<file path="src/rtl/ext_bus_pkg.sv">
`default_nettype none
// ============================================================================
// Module      : ext_bus_pkg
// Description : Shared types and widths for the core's external access port
//               and its requester-side arbiter.
// Revision    : 1.0  initial release
// ============================================================================
package ext_bus_pkg;

    localparam int EXT_ADDR_W = 32;
    localparam int EXT_DATA_W = 32;
    localparam int EXT_STRB_W = 4;

    // One latched request as presented to the core.
    typedef struct packed {
        logic                  instruction;
        logic [EXT_ADDR_W-1:0] address;
        logic [EXT_DATA_W-1:0] write_data;
        logic [EXT_STRB_W-1:0] write_strobe;
    } ext_req_t;

    typedef enum logic [1:0] {
        IDLE = 2'd0,
        BUSY = 2'd1,
        RESP = 2'd2
    } arb_state_t;

    // Width of an index into n requesters; never narrower than one bit.
    function automatic int idx_width(input int n);
        return (n <= 2) ? 1 : $clog2(n);
    endfunction

endpackage
`default_nettype wire

</file>
<file path="src/rtl/rr_arbiter.sv">
`default_nettype none
// ============================================================================
// Module      : rr_arbiter
// Description : Combinational round-robin picker. Grants the first set
//               request at or after ptr, searching upward modulo NUM_REQ.
// Revision    : 1.0  initial release
// ============================================================================
module rr_arbiter
    import ext_bus_pkg::*;
#(
    parameter int NUM_REQ = 2,
    parameter int IDX_W   = idx_width(NUM_REQ)
) (
    input  logic [NUM_REQ-1:0] req,
    input  logic [IDX_W-1:0]   ptr,
    output logic [NUM_REQ-1:0] grant,
    output logic [IDX_W-1:0]   grant_idx,
    output logic               grant_valid
);

    // Requester index reached by stepping off places up from base, wrapped.
    function automatic logic [IDX_W-1:0] rr_slot(input logic [IDX_W-1:0] base,
                                                 input int off);
        int s;
        s = int'(base) + off;
        if (s >= NUM_REQ) begin
            s = s - NUM_REQ;
        end
        return IDX_W'(s);
    endfunction

    logic [IDX_W-1:0] w_slot;

    // Priority scan starting at ptr; the first hit wins and later hits are ignored.
    always_comb begin
        grant       = '0;
        grant_idx   = '0;
        grant_valid = 1'b0;
        w_slot      = '0;
        for (int off = 0; off < NUM_REQ; off++) begin
            w_slot = rr_slot(ptr, off);
            if (!grant_valid && req[w_slot]) begin
                grant_valid   = 1'b1;
                grant_idx     = w_slot;
                grant[w_slot] = 1'b1;
            end
        end
    end

endmodule
`default_nettype wire

</file>
<file path="src/rtl/ext_port_arbiter.sv">
`default_nettype none
// ============================================================================
// Module      : ext_port_arbiter
// Description : Shares the core's single external access port between
//               NUM_REQ requesters with round-robin arbitration, one
//               transaction in flight, latched request fields and a
//               watchdog that answers with an error if the core stalls.
// Revision    : 1.0  initial release
// ============================================================================
module ext_port_arbiter
    import ext_bus_pkg::*;
#(
    parameter int NUM_REQ        = 2,
    parameter int TIMEOUT_CYCLES = 255
) (
    input  logic                          clk,
    input  logic                          reset,
    input  logic [NUM_REQ-1:0]            req_valid,
    input  logic [NUM_REQ-1:0]            req_instruction,
    input  logic [NUM_REQ*EXT_ADDR_W-1:0] req_address,
    input  logic [NUM_REQ*EXT_DATA_W-1:0] req_write_data,
    input  logic [NUM_REQ*EXT_STRB_W-1:0] req_write_strobe,
    output logic [NUM_REQ-1:0]            req_ready,
    output logic [EXT_DATA_W-1:0]         req_read_data,
    output logic                          req_error,
    output logic                          ext_valid,
    output logic                          ext_instruction,
    output logic [EXT_ADDR_W-1:0]         ext_address,
    output logic [EXT_DATA_W-1:0]         ext_write_data,
    output logic [EXT_STRB_W-1:0]         ext_write_strobe,
    input  logic                          ext_ready,
    input  logic [EXT_DATA_W-1:0]         ext_read_data
);

    localparam int                  c_idx_w    = idx_width(NUM_REQ);
    localparam int                  c_cnt_w    = (TIMEOUT_CYCLES < 2) ? 1 : $clog2(TIMEOUT_CYCLES);
    localparam logic [c_idx_w-1:0]  c_last_idx = c_idx_w'(NUM_REQ - 1);
    localparam logic [c_idx_w-1:0]  c_idx_one  = c_idx_w'(1);
    localparam logic [c_cnt_w-1:0]  c_cnt_one  = c_cnt_w'(1);
    // Last BUSY count before giving up; unused when the watchdog is off.
    localparam logic [c_cnt_w-1:0]  c_tmo_last = c_cnt_w'(TIMEOUT_CYCLES - 1);
    localparam logic                c_wdog_en  = (TIMEOUT_CYCLES != 0);

    ext_req_t              w_fields [NUM_REQ];
    ext_req_t              w_sel;
    logic [NUM_REQ-1:0]    w_grant;
    logic [c_idx_w-1:0]    w_grant_idx;
    logic                  w_grant_valid;
    logic [c_idx_w-1:0]    w_next_ptr;
    logic                  w_timeout;

    arb_state_t            r_state;
    logic [c_idx_w-1:0]    r_rr_ptr;
    logic [c_idx_w-1:0]    r_grant_idx;
    logic [NUM_REQ-1:0]    r_grant_oh;
    ext_req_t              r_req;
    logic                  r_ext_valid;
    logic [EXT_DATA_W-1:0] r_rdata;
    logic                  r_err;
    logic [NUM_REQ-1:0]    r_ready;
    logic [c_cnt_w-1:0]    r_cnt;

    // Slice the packed per-requester buses into one struct per requester.
    for (genvar gi = 0; gi < NUM_REQ; gi++) begin : g_unpack
        assign w_fields[gi] = {req_instruction[gi],
                               req_address[gi*EXT_ADDR_W +: EXT_ADDR_W],
                               req_write_data[gi*EXT_DATA_W +: EXT_DATA_W],
                               req_write_strobe[gi*EXT_STRB_W +: EXT_STRB_W]};
    end

    rr_arbiter #(
        .NUM_REQ (NUM_REQ),
        .IDX_W   (c_idx_w)
    ) u_rr_arbiter (
        .req         (req_valid),
        .ptr         (r_rr_ptr),
        .grant       (w_grant),
        .grant_idx   (w_grant_idx),
        .grant_valid (w_grant_valid)
    );

    assign w_sel      = w_fields[w_grant_idx];
    assign w_next_ptr = (r_grant_idx == c_last_idx) ? '0 : (r_grant_idx + c_idx_one);
    assign w_timeout  = c_wdog_en && (r_cnt == c_tmo_last);

    // Arbitration FSM: grant in IDLE, hold the core request in BUSY, pulse the
    // winner's ready in RESP. Response registers are cleared outside RESP so
    // the shared response bus reads zero between pulses.
    always_ff @(posedge clk) begin
        if (reset) begin
            r_state     <= IDLE;
            r_rr_ptr    <= '0;
            r_grant_idx <= '0;
            r_grant_oh  <= '0;
            r_req       <= '0;
            r_ext_valid <= 1'b0;
            r_rdata     <= '0;
            r_err       <= 1'b0;
            r_ready     <= '0;
            r_cnt       <= '0;
        end else begin
            case (r_state)
                IDLE: begin
                    if (w_grant_valid) begin
                        r_grant_idx <= w_grant_idx;
                        r_grant_oh  <= w_grant;
                        r_req       <= w_sel;
                        r_ext_valid <= 1'b1;
                        r_cnt       <= '0;
                        r_state     <= BUSY;
                    end
                end
                BUSY: begin
                    r_cnt <= r_cnt + c_cnt_one;
                    // A completion on the watchdog's last cycle still counts as success.
                    if (ext_ready) begin
                        r_rdata     <= ext_read_data;
                        r_err       <= 1'b0;
                        r_ready     <= r_grant_oh;
                        r_ext_valid <= 1'b0;
                        r_req       <= '0;
                        r_state     <= RESP;
                    end else if (w_timeout) begin
                        r_rdata     <= '0;
                        r_err       <= 1'b1;
                        r_ready     <= r_grant_oh;
                        r_ext_valid <= 1'b0;
                        r_req       <= '0;
                        r_state     <= RESP;
                    end
                end
                RESP: begin
                    r_ready  <= '0;
                    r_rdata  <= '0;
                    r_err    <= 1'b0;
                    r_rr_ptr <= w_next_ptr;
                    r_cnt    <= '0;
                    r_state  <= IDLE;
                end
                default: begin
                    r_state <= IDLE;
                end
            endcase
        end
    end

    assign ext_valid        = r_ext_valid;
    assign ext_instruction  = r_req.instruction;
    assign ext_address      = r_req.address;
    assign ext_write_data   = r_req.write_data;
    assign ext_write_strobe = r_req.write_strobe;
    assign req_ready        = r_ready;
    assign req_read_data    = r_rdata;
    assign req_error        = r_err;

endmodule
`default_nettype wire
</file>
<file path="config.mk">
export PLATFORM = sky130hd
export DESIGN_NAME = ext_port_arbiter
export DESIGN_NICKNAME = d
export VERILOG_FILES = /design/src/rtl/ext_bus_pkg.sv /design/src/rtl/rr_arbiter.sv /design/src/rtl/ext_port_arbiter.sv
export SDC_FILE = /design/constraint.sdc
export NUM_CORES = 1
export LEC_CHECK = 0
export BUFFER_PORTS_ARGS = -buffer_cell sky130_fd_sc_hd__buf_2
export CAP_MARGIN = 15
export CORE_ASPECT_RATIO = 0.8
export CORE_MARGIN = 2
export CORE_UTILIZATION = 42
export CTS_CLUSTER_SIZE = 8
export DETAILED_ROUTE_END_ITERATION = 12
export PLACE_DENSITY = 0.76
export SLEW_MARGIN = 10
export SYNTH_ARGS = -nofsm -noshare
export SYNTH_HDL_FRONTEND = slang
export SYNTH_SLANG_ARGS = --single-unit
</file>
<file path="constraint.sdc">
create_clock -name clk -period 1.85 [get_ports clk]
set_input_delay 0 -clock clk [delete_from_list [all_inputs] [get_ports clk]]
set_output_delay 0 -clock clk [all_outputs]
set_load 0.01 [all_outputs]
</file>
==> impl_metrics.toml, run 1 <==
[status]
status = "finished with violations"
violations = "negative hold slack"

[yosys]
syn_inst = 545
yosys.area.top_type_share_pct = 47.4
yosysTopAreaCell = "dfxtp_1"
synth_fp_nets = 722
synth_area_leaders = "dfxtp_1 47%, mux2i_1 14%, a211oi_1 11%"
synth_area_mm2 = 0.00502
yosys_warnings = 0
ys_seq_area_share_pct = 47.4
syn_area_per_cell_um2 = 9.22
synth_seq_cells = 119
yosysUniqueCellTypes = 42

[floorplanning]
die_h_um = 102
boundaryPins = 280
die_w_um = 126
dieArea_mm2 = 0.0129
initial_utilization_pct = 43.3
core_area_mm2 = 0.0116
rows = 35

[sta]
skew_ns = 0.00940
hold_viol = 2
max_freq_mhz = 552
worstMarginPinSlew_ns = 0.685
min_period_ns = 1.81
slew_headroom_pct = 53.8
setup_viol = 0
whs_ns = -0.0213
fin_crit_sh_pct = 97.9
slew_violations = 0

[power_and_ir_drop]
vdd_drop_max_uv = 716
power.leakage_nw = 4.42
power.density_mw_per_mm2 = 881

[grt]
grt_pass1_wl_um = 30000
antenna_found_initial = 0
grt_max_degree = 71
first_global_vias = 6142
grt_overflow = 0
track_usage_pct = 29.4

[critical_path]
cp_max_fo = 8
start_kind = "flop"
crit_path_end_kind = "flop"
arrival_ns = 2.15
r2r-start = "r_cnt[0]$_SDFFE_PP0P_"
cp.required_ns = 2.18
ff2ff_path_depth = 8
crit_type = "flop to flop"
r2r_slack_ns = 0.04
worst_r2r_endpoint = "req_read_data[20]$_SDFFE_PP0P_"

[placed_design]
hpwlAfterDp_um = 10200
portBuffers = 279
routabilityCongestion = 0.759
dp_cells = 952
placed_area_mm2 = 0.00665

[clock_network]
cts_buffers = 17
clk_pin_slew_worst_paths_ns = 0.06
htreeDepth = 4
clk_latency_ns = 0.41
clockBufferDepth = 2
clock-sinks = 119
cts_root_buffer = "clkbuf_16"
cts_tree = "done"

[drt]
vias = 6097
wl_um = 20500
drt-initial-drc-count = 414
viasPerCell = 5.29
ant_nets = 0
drc_errors = 0
routedWlPerCell_um = 17.8
first_pass_iters = 6

[worst_hold_path]
min_delay_path_depth = 3
hp-class = "input port to flop"
min_to = "ext_write_data[7]$_SDFFE_PP0P_"
worstHoldStart = "req_write_data[7]"

[final_layout]
drive_above_1_share_pct = 36.2
finalNonFillerCells = 1152
post-route-util_pct = 77.5
fin_area_mm2 = 0.00899
layout.nets = 1167
area_growth_syn_to_layout_pct = 78.9

[job]
drv_cap = 0
## cells in the mapped netlist, drive strengths merged
cell type	count
dfxtp	119
nor2	82
a211oi	72
mux2i	69
nand2	41
a21oi	39
o21ai	39
buf	30
clkbuf	16
inv	4
a311oi	3
and3	3
o211ai	3
a31o	2
a31oi	2
and2	2
and4	2
ha	2
nand2b	2
a21o	1
a41oi	1
and2b	1
nand3	1
nand3b	1
nor2b	1
nor4	1
o211a	1
o21a	1
o22ai	1
o31ai	1
or2	1
or4	1
## cells by family (layout without fill, tap and decap cells)
group / Yosys count / count (layout) / synth area share [%]
AOI/OAI and AO/OA: 166 / 166 / 21.4
and+or+nand+nor: 139 / 139 / 11.6
DFF: 119 / 119 / 47.4
muxes: 69 / 69 / 13.7
buffers and inverters: 50 / 506 / 5.43
adders and majority gates: 2 / 2 / 0.498
other: 0 / 3 / 0
## critical path, cell delays in order, from the launching register on
cell and delay (ns):
dfxtp_4 0.36, inv_1 0.04, ha_1 0.18, and3_4 0.20
a211oi_4 0.28, buf_6 0.18, clkbuf_16 0.15, o21ai_0 0.12
a21oi_1 0.22
## sequential cells by signal (all words and copies together) (netlist names)
name,flops
ext_write_data,32
req_read_data,32
r_cnt,8
req_ready,2
ext_instruction,1
ext_valid,1
req_error,1
ext_address,32
r_grant_idx,1
r_state,2
r_grant_oh,2
ext_write_strobe,4
r_rr_ptr,1
## power breakdown
group / leakage (nW) / switching [mW] / internal (mW)
combinational: 3.16 / 0.878 / 0.863
sequential: 0.979 / 0.122 / 2.79
clock: 0.281 / 1.14 / 2.12
total: 4.42 / 2.14 / 5.78
## layout make-up
cell class	count	area, um2
Antenna cell	3	7.51
Clock buffer	20	447
Clock inverter	10	130
Fill cell	733	2610
Inverter	4	15.0
Multi-Input combinational cell	376	2430
Sequential cell	119	2390
Tap cell	148	185
Timing Repair Buffer	472	3390
## metal layers
layer,wire length (um),GRT usage [%]
met4,1090,18.8
met5,0,0
met1,7570,31.1
met2,10600,52.9
met3,1260,7.80
## cell usage in the layout, fill, tap and decap left out, types with 3 or more instances in the layout
master	Yosys	final
buf_2	18	279
dlygate4sd3_1	0	154
dfxtp_1	119	118
nor2_1	81	81
a211oi_1	71	69
mux2i_1	69	68
nand2_1	41	41
a21oi_1	39	38
buf_4	9	26
o21ai_0	25	25
clkbuf_16	0	21
o21ai_1	13	12
buf_12	0	6
clkinv_2	0	5
inv_1	4	4
diode_2	0	3
o211ai_1	3	3
a311oi_1	3	3
bufinv_16	0	3
## repair_timing
item                                   4_1_cts  5_1_grt
hold buffers                               156        1
setup endpoints to repair                   28       82
resized for setup                            1       12
pin swaps                                    0        5
setup buffers                                0        7
gates cloned                                 0        4
endpoints found under the hold margin      101        1
## how the worst max path moves through the flow
stage	start	end	slack [ns]	cells after the start
2_1_floorplan	r_cnt[0]$_SDFFE_PP0P_	req_read_data[23]$_SDFFE_PP0P_	0.30	7
3_3_place_gp	r_state[0]$_SDFFE_PP0P_	req_read_data[20]$_SDFFE_PP0P_	-0.04	4
3_5_place_dp	r_state[0]$_SDFFE_PP0P_	req_read_data[23]$_SDFFE_PP0P_	-0.08	4
4_1_cts	r_cnt[0]$_SDFFE_PP0P_	ext_address[25]$_SDFFE_PP0P_	0.01	7
5_1_grt	r_cnt[0]$_SDFFE_PP0P_	req_read_data[20]$_SDFFE_PP0P_	-0.01	8
6_report	r_cnt[0]$_SDFFE_PP0P_	req_read_data[20]$_SDFFE_PP0P_	0.04	8
## through the flow
stage | worst slack, ns | hold WS [ns] | TNS [ns] | power (mW)
2_1_floorplan | 0.296 | 0.106 | 0 | 3.69
3_3_place_gp | -0.0393 | 0.243 | -0.609 | 4.26
3_5_place_dp | -0.0752 | 0.245 | -0.882 | 4.28
4_1_cts | 0.0140 | 0.000884 | 0 | 7.79
5_1_grt | -0.0146 | 0.0128 | -0.0146 | 8.20
6_report | 0.0383 | -0.0213 | 0 | 7.92
Power figures use the tool's default switching activity.
==> inputs of run 2 (changes only) <==
RECOVER_POWER = 50   (was not set)
==> impl_metrics.toml, run 2 (same netlist as run 1, synthesis figures left out) <==
[floorplanning]
initial_utilization_pct = 43.3
die_h_um = 102
rows = 35
boundaryPins = 280
dieArea_mm2 = 0.0129
die_w_um = 126
core_area_mm2 = 0.0116

[critical_path]
crit_slowest_cell = "dfxtp_4"
cp_num_buf_inv = 3
r2r-start = "r_cnt[0]$_SDFFE_PP0P_"
worst-path-stages = 8
crit_type = "flop to flop"
critPathTopFamily = "compound AO/OA/AOI/OAI gates"
critPathLaunch = "r_cnt[0]$_SDFFE_PP0P_"
crit_path_end_kind = "flop"
worstPathCellList = "inv_1 -> ha_1 -> and3_4 -> a211oi_4 -> buf_6 -> clkbuf_16 -> o21ai_0 -> a21oi_1"
ff2ff_path_depth = 8
max_stage_delay_ns = 0.36
cp.required_ns = 2.18
r2r_slack_ns = 0.03
cp-endpoint = "req_read_data[20]$_SDFFE_PP0P_"
cp_max_fo = 8
arrival_ns = 2.15
worst_r2r_endpoint = "req_read_data[20]$_SDFFE_PP0P_"
start_kind = "flop"

[grt]
track_usage_pct = 29.4
first_global_vias = 6142
grt_overflow = 0
grt_max_degree = 71
antenna_found_initial = 0
grt_pass1_wl_um = 30000

[clock_network]
htreeDepth = 4
clk_pin_slew_worst_paths_ns = 0.06
cts_buffers = 17
cts_root_buffer = "clkbuf_16"
clockBufferDepth = 2
clk_latency_ns = 0.41
cts_tree = "done"
clock-sinks = 119

[worst_hold_path]
hp-class = "input port to flop"
min_delay_path_depth = 3

[drt]
drc_errors = 0
vias = 6121
ant_nets = 0
viasPerCell = 5.31
drt-initial-drc-count = 382
routedWlPerCell_um = 17.8
first_pass_iters = 5
wl_um = 20500

[placed_design]
hpwlAfterDp_um = 10200
pre_cts_ws_ns = -0.0752
portBuffers = 279
routabilityCongestion = 0.759

[sta]
hold_viol = 2
setup_viol = 0
tns_ns = 0
skew_ns = 0.0121
slew_violations = 0
max_freq_mhz = 551
slew_headroom_pct = 53.4
worstMarginPinSlew_ns = 0.692
min_period_ns = 1.82
whs_ns = -0.0196
fin_ws_ns = 0.0341
fin_crit_sh_pct = 98.2

[final_layout]
drive_above_1_share_pct = 25.4
layout_common_cells = "174 x buf_2, 154 x dlygate4sd3_1, 118 x dfxtp_1"
layout.nets = 1167
n_fill_cell = 822
area_growth_syn_to_layout_pct = 76.1
layout_commonest_cell = "buf_2"

[power_and_ir_drop]
internal_power_mw = 5.72
p_total_mw = 7.87
seqPwrFrac_pct = 37.1
clockPowerShare_pct = 41.5
power.share.combinational_pct = 21.4
power.density_mw_per_mm2 = 889
p_sw_mw = 2.15
vdd_drop_max_uv = 710
swShare_pct = 27.3
power.leakage_nw = 4.00

[status]
status = "finished with violations"
violations = "negative hold slack"

[job]
drv_cap = 0
-- run 2: timing repair --
item / in CTS / in global routing
endpoints found under the hold margin: 101 / 1
resized for setup: 1 / 12
gates cloned: 0 / 4
hold buffers: 156 / 1
setup endpoints to repair: 28 / 82
pin swaps: 0 / 5
setup buffers: 0 / 7
-- run 2: worst min-delay path by stage --
stage / endpoint / start / slack, ns
3_5_place_dp: req_read_data[7]$_SDFFE_PP0P_ / ext_read_data[7] / 0.24
2_1_floorplan: req_error$_SDFFE_PP0P_ / ext_ready / 0.11
5_1_grt: ext_write_data[7]$_SDFFE_PP0P_ / req_write_data[7] / 0.01
4_1_cts: ext_write_data[29]$_SDFFE_PP0P_ / req_write_data[29] / 0.0009
6_report: ext_write_data[7]$_SDFFE_PP0P_ / req_write_data[7] / -0.02
3_3_place_gp: req_read_data[23]$_SDFFE_PP0P_ / ext_read_data[23] / 0.24
-- run 2: layer usage --
metal,GRT usage (%),vias to the layer above,routed length (um)
met2,52.9,327,10600
met3,7.80,106,1390
li1,-,2853,-
met5,0,-,0
met1,31.1,2835,7430
met4,18.8,0,1160
-- run 2: worst min-delay path, cell delays in order --
cell      delay, ns
buf_2          0.09
mux2i_1        0.15
a211oi_1       0.09
-- run 2: cell type report --
cell class / instances / area, um2 / area share (%)
antenna: 3 / 7.51 / 0.0848
sequential: 119 / 2390 / 27.0
tap: 148 / 185 / 2.09
clock inverter: 10 / 130 / 1.47
inverter: 4 / 15.0 / 0.170
clock buffer: 20 / 447 / 5.05
multi-input combinational: 376 / 2430 / 27.5
timing repair buffer: 472 / 3250 / 36.7
-- run 2: stage by stage --
stage          area [um2]  cells  util (%)
3_3_place_gp         6650    952      57.3
2_1_floorplan        5020    545         -
5_1_grt              8840   1149      76.2
6_report             8850   1152      76.2
4_1_cts              8790   1138      75.7
3_5_place_dp         6650    952      57.3
-- run 2: power groups by stage --
stage / Combinational, mW / Sequential [mW] / Clock (mW)
6_report: 1.68 / 2.92 / 3.27
5_1_grt: 1.81 / 2.94 / 3.40
4_1_cts: 1.60 / 2.90 / 3.29
3_5_place_dp: 1.33 / 2.95 / 0
3_3_place_gp: 1.32 / 2.94 / 0
2_1_floorplan: 0.638 / 3.05 / 0
==> inputs of run 3 (changes only) <==
==> constraint.sdc (replaced) <==
create_clock -name clk -period 1.7 [get_ports clk]
set_input_delay 0.255 -clock clk [delete_from_list [all_inputs] [get_ports clk]]
set_output_delay 0.255 -clock clk [all_outputs]
set_load 0.01 [all_outputs]
==> impl_metrics.toml, run 3 (same netlist as run 1, synthesis figures left out) <==
[grt]
grt_overflow = 0
first_global_vias = 4398
grt_max_degree = 43
grt_pass1_wl_um = 21300
antenna_found_initial = 0
track_usage_pct = 20.6

[final_layout]
n_fill_cell = 1081
layout.nets = 997
drive_above_1_share_pct = 28.7
layout_common_cells = "174 x buf_2, 119 x dfxtp_1, 108 x clkbuf_1"
area_growth_syn_to_layout_pct = 41.7
fin_area_mm2 = 0.00712
layout_commonest_cell = "buf_2"
antenna_cells = 0

[sta]
skew_ns = 0.00770
slew_violations = 0
worstMarginPinSlew_ns = 0.394
setup_viol = 0
max_freq_mhz = 621
tns_ns = 0
hold_viol = 0
min_period_ns = 1.61
slew_headroom_pct = 73.8
fin_crit_sh_pct = 94.8

[drt]
drc_errors = 0
drt-initial-drc-count = 236
vias = 4904
ant_nets = 0
viasPerCell = 5.00
routedWlPerCell_um = 14.1
first_pass_iters = 4
wl_um = 13800

[job]
drv_cap = 0

[floorplanning]
boundaryPins = 280
dieArea_mm2 = 0.0129
core_area_mm2 = 0.0116
die_h_um = 102
initial_utilization_pct = 43.3
die_w_um = 126
rows = 35

[critical_path]
crit_type = "flop to flop"
critPathTopFamily = "compound AO/OA/AOI/OAI gates"
arrival_ns = 1.92
start_kind = "flop"
cp.required_ns = 2.00
crit_path_end_kind = "flop"
cp_max_fo = 32
cp_num_buf_inv = 2
crit_slowest_cell = "dfxtp_1"
max_stage_delay_ns = 0.33
worstPathCellList = "inv_1 -> ha_1 -> and3_1 -> a21oi_2 -> o21ai_4 -> buf_12 -> a211oi_1"
ff2ff_path_depth = 7
worst-path-stages = 7

[clock_network]
clk_latency_ns = 0.40
htreeDepth = 4
cts_root_buffer = "clkbuf_16"
clk_pin_slew_worst_paths_ns = 0.05
post-cts-setup-buffer-count = 0
cts_buffers = 17
clock-sinks = 119
clockBufferDepth = 2
cts_tree = "done"

[power_and_ir_drop]
vdd_drop_max_uv = 746
p_total_mw = 8.01
power.leakage_nw = 3.26
power.density_mw_per_mm2 = 1120

[status]
status = "finished clean"

[worst_hold_path]
hp-class = "input port to flop"
min_delay_path_depth = 3

[placed_design]
hpwlAfterDp_um = 10300
routabilityCongestion = 0.794
placed_area_mm2 = 0.00667
portBuffers = 279
-- run 3: cell count changes in the layout (fill, tap and decap cells not counted), sizes merged --
cell / delta
buf: -8
dlymetal6s4s: -2
diode: -3
dlygate4sd3: -154
clkbuf: -4
bufinv: -1
-- run 3: final timing paths --
path                                                from                             to  slack [ns]
worst max-delay path               r_cnt[0]$_SDFFE_PP0P_   ext_instruction$_SDFFE_PP0P_        0.09
worst min register to register  r_grant_idx$_SDFFE_PP0P_          r_rr_ptr$_SDFFE_PP0P_        0.44
worst min-delay path                    ext_read_data[4]  req_read_data[4]$_SDFFE_PP0P_        0.09
worst max register to register     r_cnt[0]$_SDFFE_PP0P_   ext_instruction$_SDFFE_PP0P_        0.09
-- run 3: tightest hold or removal path: cells and delay by family --
family                 cells  cell delay (ns)
buffers and inverters      1             0.09
AND/OR/NAND/NOR            1             0.04
AO/OA/AOI/OAI              1             0.05
-- run 3: layer usage --
layer / GRT usage [%] / routed length, um / up-vias
met5: 0 / 0 / -
met4: 6.93 / 209 / 0
met3: 5.45 / 848 / 16
met2: 34.2 / 6780 / 158
met1: 26.4 / 5990 / 2209
li1: - / - / 2521
-- run 3: area by class of cell --
cell class / instances / area, um2 / share of cell area [%]
Clock inverter: 9 / 100 / 1.41
Inverter: 4 / 15.0 / 0.211
Timing Repair Buffer: 302 / 1560 / 21.9
Clock buffer: 22 / 474 / 6.66
Sequential cell: 119 / 2380 / 33.5
Multi-Input combinational cell: 376 / 2400 / 33.8
Tap cell: 148 / 185 / 2.60
-- run 3: timing repair --
item | in CTS | in global routing
hold buffers | 0 | 0
resized for setup | 0 | 3
setup endpoints to repair | 0 | 56
-- run 3: metrics by stage --
stage,setup slack [ns],utilization (%),std cells,hold WS (ns)
after floorplan,0.146,-,545,0.361
after global placement,0.0674,57.5,949,0.438
after detailed placement,0.0135,57.5,949,0.432
after CTS,0.000546,62.4,980,0.0741
after global routing,-0.00400,61.4,980,0.0723
final,0.0892,61.4,980,0.0879
-- run 3: power breakdown --
part	internal, mW	total [mW]	switching, mW
combinational	0.606	1.40	0.792
clock	2.25	3.45	1.20
sequential	3.04	3.16	0.126
total	5.89	8.01	2.11
